$ cat config.mk
export PLATFORM = sky130hd
export DESIGN_NAME = sr_bank_ctrl_flat
export DESIGN_NICKNAME = d
export VERILOG_FILES = /design/src/rtl/sr_bank_if.sv /design/src/rtl/sr_bank_ctrl.sv /design/src/flat_wrapper.sv
export SDC_FILE = /design/constraint.sdc
export NUM_CORES = 1
export LEC_CHECK = 0
export ABC_AREA = 1
export CORE_ASPECT_RATIO = 0.5
export CORE_MARGIN = 2
export CORE_UTILIZATION = 35
export DETAILED_ROUTE_END_ITERATION = 6
export PLACE_DENSITY_LB_ADDON = 0.1
export SLEW_MARGIN = 15
export SYNTH_ARGS = -nofsm -noshare
export SYNTH_HDL_FRONTEND = slang
export SYNTH_SLANG_ARGS = --single-unit
$ cat constraint.sdc
create_clock -name CLK -period 3.38 [get_ports CLK]
set_clock_uncertainty 0.1 [all_clocks]
set_input_delay 0.507 -clock CLK [delete_from_list [all_inputs] [get_ports CLK]]
set_output_delay 0.507 -clock CLK [all_outputs]
set_load 0.03 [all_outputs]
$ cat src/rtl/sr_bank_if.sv
`default_nettype none
// ============================================================================
// Module   : sr_bank_if
// Brief    : Requester/bank signal bundle for the SR-bank controller.
// Revision : 1.0 - initial release
// ============================================================================
interface sr_bank_if #(
    parameter int NREQ  = 4,
    parameter int NFLAG = 8,
    parameter int IDXW  = 3
);
    logic [NREQ-1:0]      req_valid;
    logic [2*NREQ-1:0]    req_op;
    logic [IDXW*NREQ-1:0] req_idx;
    logic [NREQ-1:0]      req_ready;
    logic                 req_err;
    logic [NFLAG-1:0]     s_vec;
    logic [NFLAG-1:0]     r_vec;
    logic [NFLAG-1:0]     flag_q;
    logic                 busy;

    modport master (
        output req_valid, req_op, req_idx,
        input  req_ready, req_err, s_vec, r_vec, flag_q, busy
    );

    modport slave (
        input  req_valid, req_op, req_idx,
        output req_ready, req_err, s_vec, r_vec, flag_q, busy
    );
endinterface
`default_nettype wire

$ cat src/rtl/sr_bank_ctrl.sv
`default_nettype none
// ============================================================================
// Module   : sr_bank_ctrl
// Brief    : Round-robin arbiter driving one-hot S/R pulses into an SR bank.
// Revision : 1.0 - initial release
// ============================================================================
module sr_bank_ctrl #(
    parameter int NREQ  = 4,
    parameter int NFLAG = 8,
    parameter int IDXW  = 3
) (
    input  wire logic CLK,
    input  wire logic RST_N,
    sr_bank_if.slave  bus
);
    localparam int PTRW = (NREQ > 1) ? $clog2(NREQ) : 1;

    typedef enum logic [1:0] {
        ST_IDLE  = 2'd0,
        ST_ISSUE = 2'd1,
        ST_HOLD  = 2'd2,
        ST_ACK   = 2'd3
    } state_t;

    state_t             r_state;
    logic [PTRW-1:0]    r_ptr;
    logic [PTRW-1:0]    r_gnt;
    logic [1:0]         r_op;
    logic [IDXW-1:0]    r_idx;
    logic               r_err_pend;
    logic [NREQ-1:0]    r_ready;
    logic               r_err;
    logic [NFLAG-1:0]   r_s;
    logic [NFLAG-1:0]   r_r;
    logic [NFLAG-1:0]   r_flag;
    logic               r_busy;

    logic [NREQ-1:0]    w_valid;
    logic [2*NREQ-1:0]  w_rot2;
    logic               w_found;
    logic [PTRW-1:0]    w_gnt;
    logic [1:0]         w_op;
    logic [IDXW-1:0]    w_idx;
    logic [NFLAG-1:0]   w_hit;

    // A requester whose ack is visible this cycle still shows its old valid.
    assign w_valid = bus.req_valid & ~r_ready;
    assign w_rot2  = {w_valid, w_valid} >> r_ptr;

    always_comb begin
        w_found = 1'b0;
        w_gnt   = '0;
        for (int i = NREQ - 1; i >= 0; i--) begin
            if (w_rot2[i]) begin
                w_found = 1'b1;
                w_gnt   = PTRW'((int'(r_ptr) + i) % NREQ);
            end
        end
    end

    always_comb begin
        w_op  = '0;
        w_idx = '0;
        for (int k = 0; k < NREQ; k++) begin
            if (PTRW'(k) == w_gnt) begin
                w_op  = bus.req_op[2*k +: 2];
                w_idx = bus.req_idx[IDXW*k +: IDXW];
            end
        end
    end

    // Out-of-range indices shift the bit off the end, so no flop is hit.
    assign w_hit = (r_op == 2'b00) ? '0 : (NFLAG'(1) << r_idx);

    always_ff @(posedge CLK or negedge RST_N) begin
        if (!RST_N) begin
            r_state    <= ST_IDLE;
            r_ptr      <= '0;
            r_gnt      <= '0;
            r_op       <= '0;
            r_idx      <= '0;
            r_err_pend <= 1'b0;
            r_ready    <= '0;
            r_err      <= 1'b0;
            r_s        <= '0;
            r_r        <= '0;
            r_flag     <= '0;
            r_busy     <= 1'b0;
        end else begin
            r_s     <= '0;
            r_r     <= '0;
            r_ready <= '0;
            r_err   <= 1'b0;
            case (r_state)
                ST_IDLE: begin
                    if (w_found) begin
                        r_gnt   <= w_gnt;
                        r_op    <= w_op;
                        r_idx   <= w_idx;
                        r_busy  <= 1'b1;
                        r_state <= ST_ISSUE;
                    end
                end
                ST_ISSUE: begin
                    case (r_op)
                        2'b01: begin
                            r_s    <= w_hit;
                            r_flag <= r_flag | w_hit;
                        end
                        2'b10: begin
                            r_r    <= w_hit;
                            r_flag <= r_flag & ~w_hit;
                        end
                        2'b11: begin
                            r_s    <= w_hit & ~r_flag;
                            r_r    <= w_hit & r_flag;
                            r_flag <= r_flag ^ w_hit;
                        end
                        default: ;
                    endcase
                    r_err_pend <= (w_hit == '0);
                    r_state    <= ST_HOLD;
                end
                ST_HOLD: begin
                    r_state <= ST_ACK;
                end
                ST_ACK: begin
                    r_ready <= NREQ'(1) << r_gnt;
                    r_err   <= r_err_pend;
                    r_ptr   <= PTRW'((int'(r_gnt) + 1) % NREQ);
                    r_busy  <= 1'b0;
                    r_state <= ST_IDLE;
                end
                default: r_state <= ST_IDLE;
            endcase
        end
    end

    assign bus.req_ready = r_ready;
    assign bus.req_err   = r_err;
    assign bus.s_vec     = r_s;
    assign bus.r_vec     = r_r;
    assign bus.flag_q    = r_flag;
    assign bus.busy      = r_busy;
endmodule
`default_nettype wire

$ cat src/flat_wrapper.sv
// flat-port wrapper written by rule: the top's interface ports become plain ports
module sr_bank_ctrl_flat 
#(
    parameter int NREQ  = 4,
    parameter int NFLAG = 8,
    parameter int IDXW  = 3
)
  (CLK, RST_N, bus_req_valid, bus_req_op, bus_req_idx, bus_req_ready, bus_req_err, bus_s_vec, bus_r_vec, bus_flag_q, bus_busy);
  sr_bank_if #(.NREQ(NREQ), .NFLAG(NFLAG), .IDXW(IDXW)) bus_i ();
  input  wire logic CLK;
  input  wire logic RST_N;
  input wire logic [$bits(bus_i.req_valid)-1:0] bus_req_valid;
  input wire logic [$bits(bus_i.req_op)-1:0] bus_req_op;
  input wire logic [$bits(bus_i.req_idx)-1:0] bus_req_idx;
  output wire logic [$bits(bus_i.req_ready)-1:0] bus_req_ready;
  output wire logic [$bits(bus_i.req_err)-1:0] bus_req_err;
  output wire logic [$bits(bus_i.s_vec)-1:0] bus_s_vec;
  output wire logic [$bits(bus_i.r_vec)-1:0] bus_r_vec;
  output wire logic [$bits(bus_i.flag_q)-1:0] bus_flag_q;
  output wire logic [$bits(bus_i.busy)-1:0] bus_busy;
  assign bus_i.req_valid = bus_req_valid;
  assign bus_i.req_op = bus_req_op;
  assign bus_i.req_idx = bus_req_idx;
  assign bus_req_ready = bus_i.req_ready;
  assign bus_req_err = bus_i.req_err;
  assign bus_s_vec = bus_i.s_vec;
  assign bus_r_vec = bus_i.r_vec;
  assign bus_flag_q = bus_i.flag_q;
  assign bus_busy = bus_i.busy;
  sr_bank_ctrl #(.NREQ(NREQ), .NFLAG(NFLAG), .IDXW(IDXW)) u_core (.CLK(CLK), .RST_N(RST_N), .bus(bus_i));
endmodule
==> results.md, run 1 <==
- Antenna violations before repair: 0
- Seq/Total Area, Yosys: 36.9%
- Final WL: 6490 um
- DR vias: around 2,400
- GRT Total Usage: 15.2%
- Layout area overhead: 28.2%
- TritonRoute pass-1 iters: 5
- Area leader, netlist: dfrtp_1
- Worst-path clk slew: ~0.060 ns
- Worst hold slack: approximately 0.26 ns
- Routed len/inst: 12.3 um
- H-tree levels: 2
- Post-synth EDFFs: 0
- Vias in the first global route: 2,402
- Slew headroom: a little under two fifths
- CTS tree: yes
- Post CTS Setup Buffer Count: 0
- Top post-synthesis cells by area: dfrtp_1 37%, ha_1 18%, nand2_1 11%, inv_1 6.6%, o21ai_0 4.7%
- Syn_area_per_cell: approximately 7.9 sq um
- DIE AREA: approximately 0.0089 sq mm
- MaxCap Viol Count: 0
- Sink Count: 42
- Reg-to-Reg Start: u_core.r_ptr[0]
- Post-Syn Nets: around 430
- Die Width: roughly 130 um
- Fmax: approximately 0.43 GHz
- Placeable core area: 0.00794 sq mm
- Antenna diodes: 0
- Top cell type's share of synthesized area: between 30% and 40%
- CTS Root Cell: clkbuf_16
- Post-Syn Instances: 361
- Gpl congestion: between 0.8 and 0.9
- Largest net degree at the start of global routing: 43
- CP arrival: approximately 2.4 ns
- Most frequent cells after synthesis: 82 x nand2_1, 50 x inv_1, 42 x dfrtp_1, 41 x ha_1, 28 x nor2_1
- FFs w/ async S/R, synth: 100%
- Post-synthesis register bit count: 42
- Unique masters post-synth: 29
- Slew Viols, Final: 0
- Total Nets Final: 482
- Worst-Skew Late Latency: between 0.2 and 0.3 ns
- Final Non-Filler Cells: 528
- Hold/Removal Path Class: input pin to async pin
- Hold-fix buffers at CTS: 0
- Share of layout cells above drive strength 1: slightly above 7%
- Fin. Hold Viols: 0
- FF-to-FF setup slack: 1.17 ns
- Port buffer count: between 50 and 60
- Rows: 23
- Min Tclk post-route: about 2.3 ns
- Vias per inst: approximately 4.6
- DP HPWL: just under 5000 um
- Most numerous cell in the Yosys netlist: nand2_1
- Setup violators final: 0
- Synth warn: 0
- Req. time, crit path: around 3.5 ns
- Placed Area: about 0.0035 sq mm
- Worst vdd ir: about 0.00026 V
- # resized after CTS: 0
- CP Capture Type: flip-flop
- Tightest Pin Transition: 0.938 ns
- First-pass GRT wire length: roughly 11,000 um
- # IOs: 56
- CP max FO: 11
- Status: finished clean
- Critical path class: input pin to flip-flop
- Mapped Area: between 0.002 and 0.003 sq mm
- Crit start category: input pin
- Initial core utilization: 35.9%
- CTS buffer count: 5
- PwrDens: 867 mW/mm^2
- Worst R2R End: u_core.r_op[1]
- Die height: about 68 um
- Drc violations: 0
- Initial drt markers: 106
- Overall power: 3.17 mW
- RSZ-0062 raised after global routing: no
- R2R depth: 11
- Final design area excluding fillers: between 0.003 and 0.004 sq mm
- Leakage: approximately 1.8 nW
- Post-synth top flop: dfrtp_1
- Final ANT Viol Nets: 0
- Total grt overflow: 0
- CTS Buffer Depth: 2
- Tcrit/Tclk final: about 70%
- Cell count after placement: 520
- Setup TNS: 0 ns
==> flip-flops by register name, summed over array words and instances, names as in the netlist <==
register and flops:
u_core.bus.s_vec 8, u_core.bus.busy 1, u_core.r_op 2, u_core.r_gnt 2
u_core.r_idx 3, u_core.bus.req_ready 4, u_core.r_err_pend 1, u_core.r_ptr 2
u_core.bus.req_err 1, u_core.r_state 2, u_core.bus.flag_q 8, u_core.bus.r_vec 8
==> how the worst max path moves through the flow <==
stage	cells after the start	endpoint	startpoint
after floorplan	14	u_core.r_idx[2]	u_core.bus.req_ready[2]
after global placement	12	u_core.r_op[1]	bus_req_valid[3]
final	12	u_core.r_op[1]	bus_req_valid[3]
after detailed placement	12	u_core.r_op[1]	bus_req_valid[3]
after CTS	12	u_core.r_op[1]	bus_req_valid[3]
after global routing	12	u_core.r_op[1]	bus_req_valid[3]
==> critical path: stages <==
cell and delay, ns:
clkdlybuf4s50_1 0.50, nand3_1 0.10, nand2_2 0.11, nand2_2 0.09, nand2_2 0.11, inv_2 0.05, nand4_1 0.09, inv_1 0.05
nor2_1 0.43, inv_1 0.20, nand2_1 0.11, nand2_1 0.06
==> cell usage in the layout, fill, tap and decap left out, types with 2 or more instances in the layout <==
cell and n:
o21ai_1 5, nand2_2 6, ha_1 41, dfrtp_1 42
inv_1 50, clkdlybuf4s50_1 54, nand3_1 22, nand2_1 82
inv_2 3, nand2_4 2, clkbuf_8 3, nand3b_1 5
a21oi_2 2, nor2_1 28, a22oi_1 6, clkbuf_16 5
o22ai_1 2, o21ai_0 27, nor3_1 6, a21oi_1 12
buf_4 2, nand3_2 3
==> layer usage <==
| layer | track usage [%] | up-vias | routed length, um |
|---|---|---|---|
| met3 | 3.70 | 5 | 175 |
| li1 | - | 1244 | - |
| met4 | 2.04 | 0 | 27 |
| met5 | 0 | - | 0 |
| met2 | 29.8 | 29 | 3200 |
| met1 | 17.8 | 1135 | 3090 |
==> final cells by class <==
cell class                      instances  area [sq um]
Fill cell                             802          4290
Multi-Input combinational cell        254          1530
Sequential cell                        42          1050
Timing Repair Buffer                   57           561
Inverter                               55           209
Clock buffer                            8           166
Tap cell                              112           140
==> metrics by stage <==
stage	utilization, %	setup WS, ns
5_1_grt	46.0	0.807
4_1_cts	46.0	1.03
6_report	46.0	1.04
3_5_place_dp	43.9	0.736
2_1_floorplan	-	1.58
3_3_place_gp	43.9	0.806
==> logic make-up after synthesis <==
kind of cell | synth area share (%)
AO/OA/AOI/OAI | 10.9
buffers and inverters | 9.57
adder cells (fa/ha/maj) | 18.0
AND/OR/NAND/NOR | 24.3
XOR/XNOR | 0.307
flip-flops | 36.9
==> power by group <==
part           internal [mW]  switching, mW
Clock                  0.334          0.191
Sequential             0.654          0.182
Combinational          0.622           1.18
No activity file was read; power rests on OpenSTA's default activity.
==> run 2: changes to the inputs <==
Clock period 3.38 ns to 1.9 ns, I/O delays scaled along.
==> run 2 against run 1 <==
  * Core utilization is 6.6 points higher
  * Flip-flop and latch count stayed put
  * Sequential power is 77% higher
  * Register-to-register slack lost 1.2 ns
==> results.md, run 2 (synthesis results as in run 1) <==
- Status: finished clean
- FILL cells: 766 (-4.5%)
- Layout area overhead: 46.5%
- Port buffer count: 55 (unchanged)
- Critical path class: flip-flop to flip-flop
- Slew headroom: 63.3% (+26 points)
- Fmax: 0.527 GHz
- Slew Viols, Final: 0 (unchanged)
- Initial core utilization: 35.9% (unchanged)
- Multi-input gate area: 0.00182 sq mm (+19%)
- FF+latch area: 0.00105 sq mm (+0.24%)
- Die Width: 132 um (unchanged)
- # IOs: 56 (unchanged)
- Hold/Removal Path Class: flip-flop to flip-flop
- Total Nets Final: 511 (+6.0%)
- Sink Count: 42 (unchanged)
- CTS tree: yes
- Worst hold slack: 0.385 ns (+0.122 ns)
- Rows: 23 (unchanged)
- Max incr delay on CP: 0.49 ns (about the same)
- Min Tclk post-route: ~1.9 ns
- Worst hold endpoint: u_core.bus.req_err
- Leakage: 2.04 nW (+12%)
- Drc violations: 0 (unchanged)
- Total grt overflow: 0 (unchanged)
- Cell count after placement: 542 (+4.2%)
- Tightest Pin Transition: 0.549 ns (-0.389 ns)
- Antenna diodes: 0 (unchanged)
- Most frequent cells in the layout: 63 x nand2_1, 54 x clkdlybuf4s50_1, 48 x inv_1, 41 x ha_1, 40 x dfrtp_1
- Routed len/inst: 13.1 um (+6.5%)
- Vias per inst: 4.62 (+1.0%)
- Final Non-Filler Cells: 557 (+5.5%)
- Most common cell after layout, fill and taps aside: nand2_1
- Worst-path clk slew: 0.06 ns (about the same)
- GRT Total Usage: 16.3% (+1.1 points)
- CTS buffer count: 5 (unchanged)
- Initial drt markers: 110 (+3.8%)
- Gpl congestion: 0.862 (+2.4%)
- PwrDens: 1660 mW/mm^2 (+91%)
- Crit path from: u_core.r_ptr[0]
- CTS Buffer Depth: 2 (unchanged)
- Largest net degree at the start of global routing: 43 (unchanged)
- H-tree levels: 2 (unchanged)
- MaxCap Viol Count: 0 (unchanged)
- Vias in the first global route: 2,531 (+5.4%)
- Worst R2R End: u_core.r_idx[2]
- CP max FO: 8 (-3)
- Req. time, crit path: 2.02 ns (-1.43 ns)
- CP arrival: 2.01 ns (-0.39 ns)
- Placeable core area: 0.00794 sq mm (unchanged)
- Worst-Skew Late Latency: 0.28 ns (about the same)
- Final WL: 7290 um (+12%)
- Antenna violations before repair: 0 (unchanged)
- Critical Path Most Common Cell: nand2_2
- CTS Root Cell: clkbuf_16
- DIE AREA: 0.00893 sq mm (unchanged)
- Final ANT Viol Nets: 0 (unchanged)
- CP Capture Type: flip-flop
- Crit start category: flip-flop
- TritonRoute pass-1 iters: 4 (-1)
- Tcrit/Tclk final: between 90% and 100%
- DR vias: 2,572 (+6.6%)
- Cells on Worst Hold Path: 2
- Fin. Hold Viols: 0 (unchanged)
- Min-delay src: u_core.r_err_pend
- Die height: 67.8 um (unchanged)
- Worst path cell trace: inv_4, nand3_2, nand2_2, nand2_2, nand2_4, inv_4, nand4_1, inv_2, nor2_4, buf_6, nand2_1, inv_1, nand2_2, nand2_1
- Worst vdd ir: 0.000723 V (+180%)
- RSZ-0062 raised after global routing: yes
- Critical-path top delay cell: dfrtp_2
- Reg-to-Reg Start: u_core.r_ptr[0]
- R2R depth: 14 (+3)
- Share of layout cells above drive strength 1: 22.7% (+15 points)
- DP HPWL: 5010 um (+3.7%)
- First-pass GRT wire length: 11,500 um (+5.8%)
- FF-to-FF setup slack: 0.003 ns (-1.17 ns)
- Setup violators final: 0 (unchanged)
## run 2: cell types whose count changed in the layout (fill, tap and decap cells not counted), sizes merged
cell and delta:
buf +26, nand2 +2, clkbuf -1, clkinv +1
dlygate4sd3 +1
## run 2: cell type report
class,instances,share of cell area [%]
multi-input combinational,256,43.6
tap,112,3.36
timing repair buffer,84,19.1
sequential,42,25.2
clock buffer,7,3.42
inverter,55,5.12
clock inverter,1,0.120
## run 2: routing by layer
metal,vias to the layer above,track usage (%),share of wire [%]
li1,1308,-,-
met1,1230,19.4,46
met2,29,31.2,50
met3,5,3.11,2.8
met4,0,4.21,0.70
met5,-,0,0
## run 2: worst max-delay path: cells and delay by family (launching register included)
kind / cells / cell delay (ns)
flip-flops: 1 / 0.49
buffers and inverters: 5 / 0.42
AND/OR/NAND/NOR: 9 / 0.79
## run 2: worst max path at each step
stage / cells after the start / slack, ns / to
3_5_place_dp: 13 / -0.29 / u_core.r_op[1]
6_report: 14 / 0.003 / u_core.r_idx[2]
3_3_place_gp: 12 / -0.24 / u_core.r_op[1]
2_1_floorplan: 14 / 0.10 / u_core.r_idx[2]
5_1_grt: 14 / -0.10 / u_core.r_idx[2]
4_1_cts: 10 / 0.01 / u_core.r_op[1]
## run 2: power breakdown
group,internal (mW),leakage [nW],total [mW],switching (mW)
clock,0.522,0.0739,0.869,0.348
sequential,1.17,0.552,1.48,0.315
combinational,1.78,1.41,4.58,2.79
total,3.47,2.04,6.93,3.46
## run 2: metrics by stage
stage / area (sq um) / setup TNS [ns] / total power, mW / util, % / worst slack [ns]
floorplan: 2850 / 0 / 3.90 / - / 0.103
global placement: 3660 / -1.38 / 4.91 / 46.1 / -0.239
detailed placement: 3660 / -1.87 / 5.00 / 46.1 / -0.286
CTS: 3830 / 0 / 5.93 / 48.2 / 0.0127
global route: 4180 / -1.02 / 7.54 / 52.6 / -0.105
finish: 4180 / 0 / 6.93 / 52.6 / 0.00332
## run 2: what timing repair did
item / CTS / global route
resized for setup: 2 / 70
setup endpoints to repair: 5 / 21
endpoints found under the hold margin: 42 / 0
hold buffers: 1 / 0
buffers inserted: 0 / 4
gates cloned: 0 / 2
pin swaps: 0 / 22
